===== src/rtl/word_byte_serializer.sv =====
// Buffers 16-bit words in a FIFO and emits them high byte first as a framed byte stream.
// Optional trailing frame checksum byte: define WORD_BYTE_SERIALIZER_CHECKSUM_EN.
module word_byte_serializer #(
    parameter int unsigned DEPTH       = 4,
    parameter int unsigned FRAME_WORDS = 8
) (
    input  logic                         clk,
    input  logic                         rst,
    input  logic                         in_valid,
    input  logic [15:0]                  in_data,
    output logic                         in_ready,
    output logic                         out_valid,
    output logic [7:0]                   out_data,
    output logic                         out_last,
    input  logic                         out_ready,
    output logic [$clog2(DEPTH+1)-1:0]   fifo_level
);

    localparam int unsigned AW = $clog2(DEPTH);
    localparam int unsigned LW = $clog2(DEPTH + 1);
    localparam int unsigned FW = (FRAME_WORDS > 1) ? $clog2(FRAME_WORDS) : 1;

    typedef enum logic [1:0] {
        IDLE = 2'd0,
        HI   = 2'd1,
`ifdef WORD_BYTE_SERIALIZER_CHECKSUM_EN
        LO   = 2'd2,
        CSUM = 2'd3
`else
        LO   = 2'd2
`endif
    } state_t;

    state_t          state_q, state_d;
    logic [15:0]     mem [DEPTH];
    logic [AW-1:0]   wr_ptr, rd_ptr;
    logic [15:0]     word_q, word_d;
    logic [FW-1:0]   frame_q, frame_d;
    logic            valid_d, last_d;
    logic [7:0]      data_d;
    logic [LW-1:0]   count_d;
    logic            push, pop, load_next, xfer, empty, frame_end;
    logic [15:0]     head;
`ifdef WORD_BYTE_SERIALIZER_CHECKSUM_EN
    logic [7:0]      csum_q, csum_d;
`endif

    assign push      = in_valid && in_ready;
    assign xfer      = out_valid && out_ready;
    assign empty     = (fifo_level == LW'(0));
    assign head      = mem[rd_ptr];
    assign frame_end = (frame_q == FW'(FRAME_WORDS - 1));

    // Next-state and output-register values of the byte sequencer
    always_comb begin
        state_d   = state_q;
        pop       = 1'b0;
        load_next = 1'b0;
        word_d    = word_q;
        valid_d   = out_valid;
        data_d    = out_data;
        last_d    = out_last;
        frame_d   = frame_q;
`ifdef WORD_BYTE_SERIALIZER_CHECKSUM_EN
        csum_d    = csum_q;
`endif
        case (state_q)
            IDLE: load_next = 1'b1;
            HI: if (xfer) begin
                state_d = LO;
                data_d  = word_q[7:0];
`ifdef WORD_BYTE_SERIALIZER_CHECKSUM_EN
                last_d  = 1'b0;
                csum_d  = csum_q ^ word_q[15:8];
`else
                last_d  = frame_end;
`endif
            end
            LO: if (xfer) begin
                frame_d = frame_end ? FW'(0) : frame_q + FW'(1);
`ifdef WORD_BYTE_SERIALIZER_CHECKSUM_EN
                csum_d  = csum_q ^ word_q[7:0];
                if (frame_end) begin
                    state_d = CSUM;
                    data_d  = csum_q ^ word_q[7:0];
                    last_d  = 1'b1;
                end else begin
                    load_next = 1'b1;
                end
`else
                load_next = 1'b1;
`endif
            end
`ifdef WORD_BYTE_SERIALIZER_CHECKSUM_EN
            CSUM: if (xfer) begin
                csum_d    = 8'h00;
                load_next = 1'b1;
            end
`endif
            default: state_d = IDLE;
        endcase

        // Fetch the next word directly so LO->HI streams without a bubble
        if (load_next) begin
            if (!empty) begin
                pop     = 1'b1;
                word_d  = head;
                data_d  = head[15:8];
                last_d  = 1'b0;
                valid_d = 1'b1;
                state_d = HI;
            end else begin
                last_d  = 1'b0;
                valid_d = 1'b0;
                state_d = IDLE;
            end
        end
    end

    always_comb begin
        case ({push, pop})
            2'b10:   count_d = fifo_level + LW'(1);
            2'b01:   count_d = fifo_level - LW'(1);
            default: count_d = fifo_level;
        endcase
    end

    always_ff @(posedge clk) begin
        if (!rst) begin
            state_q    <= IDLE;
            word_q     <= 16'h0000;
            out_valid  <= 1'b0;
            out_data   <= 8'h00;
            out_last   <= 1'b0;
            frame_q    <= FW'(0);
            wr_ptr     <= AW'(0);
            rd_ptr     <= AW'(0);
            fifo_level <= LW'(0);
            in_ready   <= 1'b0;
`ifdef WORD_BYTE_SERIALIZER_CHECKSUM_EN
            csum_q     <= 8'h00;
`endif
        end else begin
            state_q    <= state_d;
            word_q     <= word_d;
            out_valid  <= valid_d;
            out_data   <= data_d;
            out_last   <= last_d;
            frame_q    <= frame_d;
            fifo_level <= count_d;
            in_ready   <= (count_d != LW'(DEPTH));
            if (push) wr_ptr <= wr_ptr + AW'(1);
            if (pop)  rd_ptr <= rd_ptr + AW'(1);
`ifdef WORD_BYTE_SERIALIZER_CHECKSUM_EN
            csum_q     <= csum_d;
`endif
        end
    end

    // Storage array; contents are don't-care after reset since pointers restart
    always_ff @(posedge clk) begin
        if (push) mem[wr_ptr] <= in_data;
    end

endmodule


===== config.mk =====
export PLATFORM = sky130hd
export DESIGN_NAME = word_byte_serializer
export DESIGN_NICKNAME = d
export VERILOG_FILES = /design/src/rtl/word_byte_serializer.sv
export SDC_FILE = /design/constraint.sdc
export NUM_CORES = 1
export LEC_CHECK = 0
export ABC_AREA = 1
export ABC_CLOCK_PERIOD_IN_PS = 1960
export CORE_ASPECT_RATIO = 0.75
export CORE_MARGIN = 8
export CORE_UTILIZATION = 30
export CTS_BUF_LIST = sky130_fd_sc_hd__clkbuf_2
export CTS_CLUSTER_DIAMETER = 100
export CTS_CLUSTER_SIZE = 8
export DETAILED_ROUTE_END_ITERATION = 10
export SLEW_MARGIN = 15
export SYNTH_ARGS = -nofsm -noshare
export SYNTH_HDL_FRONTEND = slang
export SYNTH_SLANG_ARGS = --single-unit

===== constraint.sdc =====
create_clock -name clk -period 1.96 [get_ports clk]
set_input_delay 0.294 -clock clk [delete_from_list [all_inputs] [get_ports clk]]
set_output_delay 0.294 -clock clk [all_outputs]
set_load 0.005 [all_outputs]

Word level (Yosys, flattened, before mapping) --
Memory sizes are Yosys's and may differ from the RTL's. A register that Yosys moved wholly into a read port is not among the register bits. Index checks and enable logic that the tools add are counted.
Operators by class: add/sub/neg operators 5, equality and inequality tests 8, multiplexer cells 18, bitwise gates (word level) 2, reductions and logical operators 10
Operators with widths (count):
- $mux 8 | 4
- $mux 2 | 4
- $reduce_and 2->1 | 4
- $add 3x1->3 const B | 2
- $mux 1 | 6
- $ne 3x3->1 const B | 2
- $pmux 3 s2 | 1
- $add 2x1->2 const B | 2
- $eq 2x1->1 const B | 2
- $eq 2x2->1 const B | 2
- $pmux 2 s2 | 1
- $reduce_or 2->1 | 2
- $eq 3x3->1 const B | 1
- $logic_not 3->1 | 1
- $mux 3 | 1
- $sub 3x1->3 const B | 1
- $logic_and 1x1->1 | 2
- $logic_not 2->1 | 1
- $ne 2x1->1 const B | 1
- $not 1->1 | 2
- $pmux 1 s2 | 1
Storage, ports and cells: register bits after elaboration 31, RAM bits 64, input port bits 20, output and inout bits 14, memories 1
Memories:
- mem | words 4, bits a word 16, read ports 1, clocked after Yosys merged registers in 1, wr ports 1, line 35 | logic [15:0] mem [DEPTH];

Logic depth before layout (Yosys ltp) --
depth in word-level cells 7, mapped depth 15, gate-level depth less buffers 13

Worst setup path after synthesis --
No wires, ideal clock.
path kind reg-to-reg, from register out_valid, to register in_ready, arrival 1.886 ns, data required time 1.888 ns, path slack 0.002 ns, stages on the path, launching flop included 13, period minus slack after synthesis 1.958 ns, cell sequence dfxtp_1 -> nand2_2 -> nand2_2 -> nand3_2 -> buf_6 -> buf_6 -> inv_1 -> ha_1 -> inv_1 -> fa_1 -> o21ai_0 -> nor2_1 -> a21oi_1
Between the ends: cells in the longest elaborated chain, start to end 7
Ends and longest elaborated chain:
- start: declaration | line 12 | output logic out_valid,
- start signal: assignment | line 146 | out_valid <= valid_d;
- $logic_and 1x1->1 * | line 49 | assign xfer = out_valid && out_ready;
- $mux 1 * | line 79 | LO: if (xfer) begin
- $pmux 1 s2 * | line 67 | case (state_q)
- $mux 1 * | line 104 | if (load_next) begin
- net pop | line 42 | logic push, pop, load_next, xfer, empty, frame_end;
- $eq 2x1->1 / $eq 2x2->1 (equally long branches) | line 121 | case ({push, pop})
- $pmux 3 s2 * | line 121
- $ne 3x3->1 * | line 151 | in_ready <= (count_d != LW'(DEPTH));
- end signal: assignment | line 151
- end: declaration | line 11 | output logic in_ready,
Mark *: on every way through the listed nets, which the timed path passes. The rest lies on a longest branch. A chain may end at the register's enable or synchronous reset.

Worst setup path after layout --
from register out_data[6], to output out_data[6]
RTL lines:
- start: declaration | line 13 | output logic [7:0] out_data,
- start signal: assignment | line 147 | out_data <= data_d;
No word-level cell between the ends.

==> flow_summary.json <==
{
  "antenna_found_initial": 0,
  "place_inst": 646,
  "initial_core_util": 0.304,
  "mostFrequentLayoutCell": "nand2_1",
  "pwr_density_cell_mw_per_mm2": 1210,
  "hold_path_depth": 1,
  "switching_share": 0.375,
  "detail-route-antenna-nets": 0,
  "track_usage": 0.0998,
  "dieArea_mm2": 0.0178,
  "period_needed_ps": 1830,
  "use_met2": 0.152,
  "grt_max_degree": 38,
  "syn_area_per_cell_um2": 9.47,
  "num-nets-final": 510,
  "worstSetupPathType": "register to output pin",
  "routed_via_density": 4.31,
  "drv_slew": 0,
  "worst-path-stages": 1,
  "p_leak_nw": 1.99,
  "combPwrFrac": 0.372,
  "placed_area_mm2": 0.00470,
  "vias": 2851,
  "wl_per_cell_um": 12.9,
  "pin_count": 34,
  "reg2reg_depth": 10,
  "drive_gt1_frac": 0.0965,
  "post-place-ws_ps": -209,
  "tightest_slew_ps": 397,
  "drt-initial-drc-count": 142,
  "slew_headroom": 0.735,
  "critPathCaptureType": "output pin",
  "post-route-util": 0.357,
  "p_clk_frac": 0.177,
  "routabilityCongestion": 0.779,
  "use_met3": 0.0369,
  "dpl.hpwl_um": 5860,
  "cts_hold_buf": 0,
  "num_antenna_cells": 0,
  "r2r-end": "in_ready",
  "rrSetupSlack_ps": 160,
  "crit_buf_inv": 1,
  "crit_family": "buffers and inverters",
  "use_met1": 0.128,
  "arrival_ps": 1530,
  "setup_viol": 0,
  "grt_overflow": 0,
  "most-common-layout-cells": "nand2_1 (114), nor2_1 (78), edfxtp_1 (64)",
  "path_cells": "clkdlybuf4s50_1",
  "finalNonFillerCells": 662,
  "rr_startpoint": "fifo_level[0]",
  "yosysUniqueCellTypes": 25,
  "fillCellCount": 1361,
  "crit_start": "out_data[6]",
  "cts-root-buf": "clkbuf_2",
  "crit_end": "out_data[6]",
  "hold_viol_final": 0,
  "ys_seq_area_frac": 0.625,
  "synth_warnings": 0,
  "die_h_um": 118,
  "period_share": 0.932,
  "ir_drop_mv": 0.962,
  "drv_cap": 0,
  "coreArea_mm2": 0.0136,
  "skew_ps": 39.4,
  "drt-total-wl_um": 8530,
  "worstHoldPathType": "input port to register",
  "cp_data_required_time_ps": 1670,
  "syn_area_mm2": 0.00413,
  "finalPower_mw": 5.85,
  "clk_pin_slew_ps": 290,
  "stdcell_area_mm2": 0.00484,
  "h-tree-depth": 3,
  "grt_pass1_vias": 2758,
  "cpPeakStageDelay_ps": 520,
  "io_buffer_count": 33,
  "crit_slowest_cell": "clkdlybuf4s50_1",
  "area_delta_synth_final_pct": 17.1,
  "start_kind": "register",
  "rsz0062_at_grt": "no",
  "fin_ws_ps": 133,
  "setup_tns_ps": 0,
  "grt.busiest_layer": "met2",
  "cp_max_fo": 2,
  "ys_seq_elements": 97,
  "clock_latency_ps": 580,
  "num_rows": 37,
  "cts_buffers": 9,
  "cts_tree": "done",
  "syn_inst": 436,
  "die_w_um": 151,
  "p_sw_mw": 2.19,
  "status": "finished clean",
  "drc_errors": 0,
  "cts_sinks": 97,
  "timing.fmax_ghz": 0.547,
  "clock_path_buffers": 2,
  "synth_nets": 464,
  "grt_pass1_wl_um": 13900,
  "seqPwrFrac": 0.451,
  "dr.pass1.iters": 4,
  "hold_slack_ps": 302,
  "p_int_mw": 3.65
}
-- worst min-delay path by stage --
stage | startpoint | to | slack, ps
final | in_data[12] | mem[3][12] | 300
after global routing | in_data[12] | mem[1][12] | 230
after CTS | in_data[12] | mem[3][12] | 250
after detailed placement | out_last | out_last | 460
after global placement | out_last | out_last | 450
after floorplan | in_data[0] | mem[0][0] | 390
-- flip-flops by register name, indices dropped and copies added, names as in the netlist, 2 cells and up, named ones only --
name	cells
fifo_level	3
wr_ptr	2
out_data	8
word_q	8
mem	64
state_q	2
rd_ptr	2
frame_q	3
-- layer usage --
| layer | vias up | wire (µm) |
|---|---|---|
| met1 | 1322 | 3980 |
| met4 | 0 | 142 |
| met5 | - | 0 |
| met2 | 50 | 3970 |
| li1 | 1470 | - |
| met3 | 9 | 441 |
-- logic make-up (layout without fill, tap and decap cells) --
family                     count (synthesis)  in the layout  share of synthesized area
AOI/OAI and AO/OA                         32             32                     0.0497
xor gates and xnor gates                   2              2                    0.00424
adders and majority gates                  8              8                     0.0261
buffers and inverters                     79            130                     0.0854
DFF                                       97             97                      0.625
and+or+nand+nor                          218            218                      0.209
-- synth_stat cells, drive strengths merged --
library cell | n | area (µm²)
nand2 | 117 | 447
nor2 | 79 | 299
edfxtp | 64 | 1920
inv | 61 | 229
dfxtp | 33 | 661
nand3 | 20 | 105
o211ai | 16 | 120
buf | 15 | 113
a21oi | 10 | 50.1
ha | 7 | 87.6
o21ai | 5 | 25.0
clkbuf | 2 | 7.51
clkinv | 1 | 3.75
fa | 1 | 20.0
nand3b | 1 | 7.51
nand4 | 1 | 6.26
o211a | 1 | 10.0
xnor2 | 1 | 8.76
xor2 | 1 | 8.76
-- layout make-up --
type	count	area, µm²	area share
Sequential cell	97	2590	0.536
Multi-Input combinational cell	260	1190	0.247
Timing Repair Buffer	52	473	0.0978
Inverter	62	233	0.0481
Tap cell	175	219	0.0453
Clock inverter	7	82.6	0.0171
Clock buffer	9	45.0	0.00931
-- what timing repair did --
action	4_1_cts	5_1_grt
gates resized for setup	0	6
hold endpoints to repair	0	0
setup endpoints to repair	0	4
buffers inserted	0	0
-- power groups by stage --
stage	clock [mW]	combinational [mW]	sequential, mW
3_3_place_gp	0	2.14	2.67
3_5_place_dp	0	2.19	2.68
6_report	1.04	2.17	2.64
2_1_floorplan	0	1.65	2.63
5_1_grt	1.15	2.49	2.67
4_1_cts	1.08	2.20	2.63
Note: power is estimated with default switching activity, not from simulation.
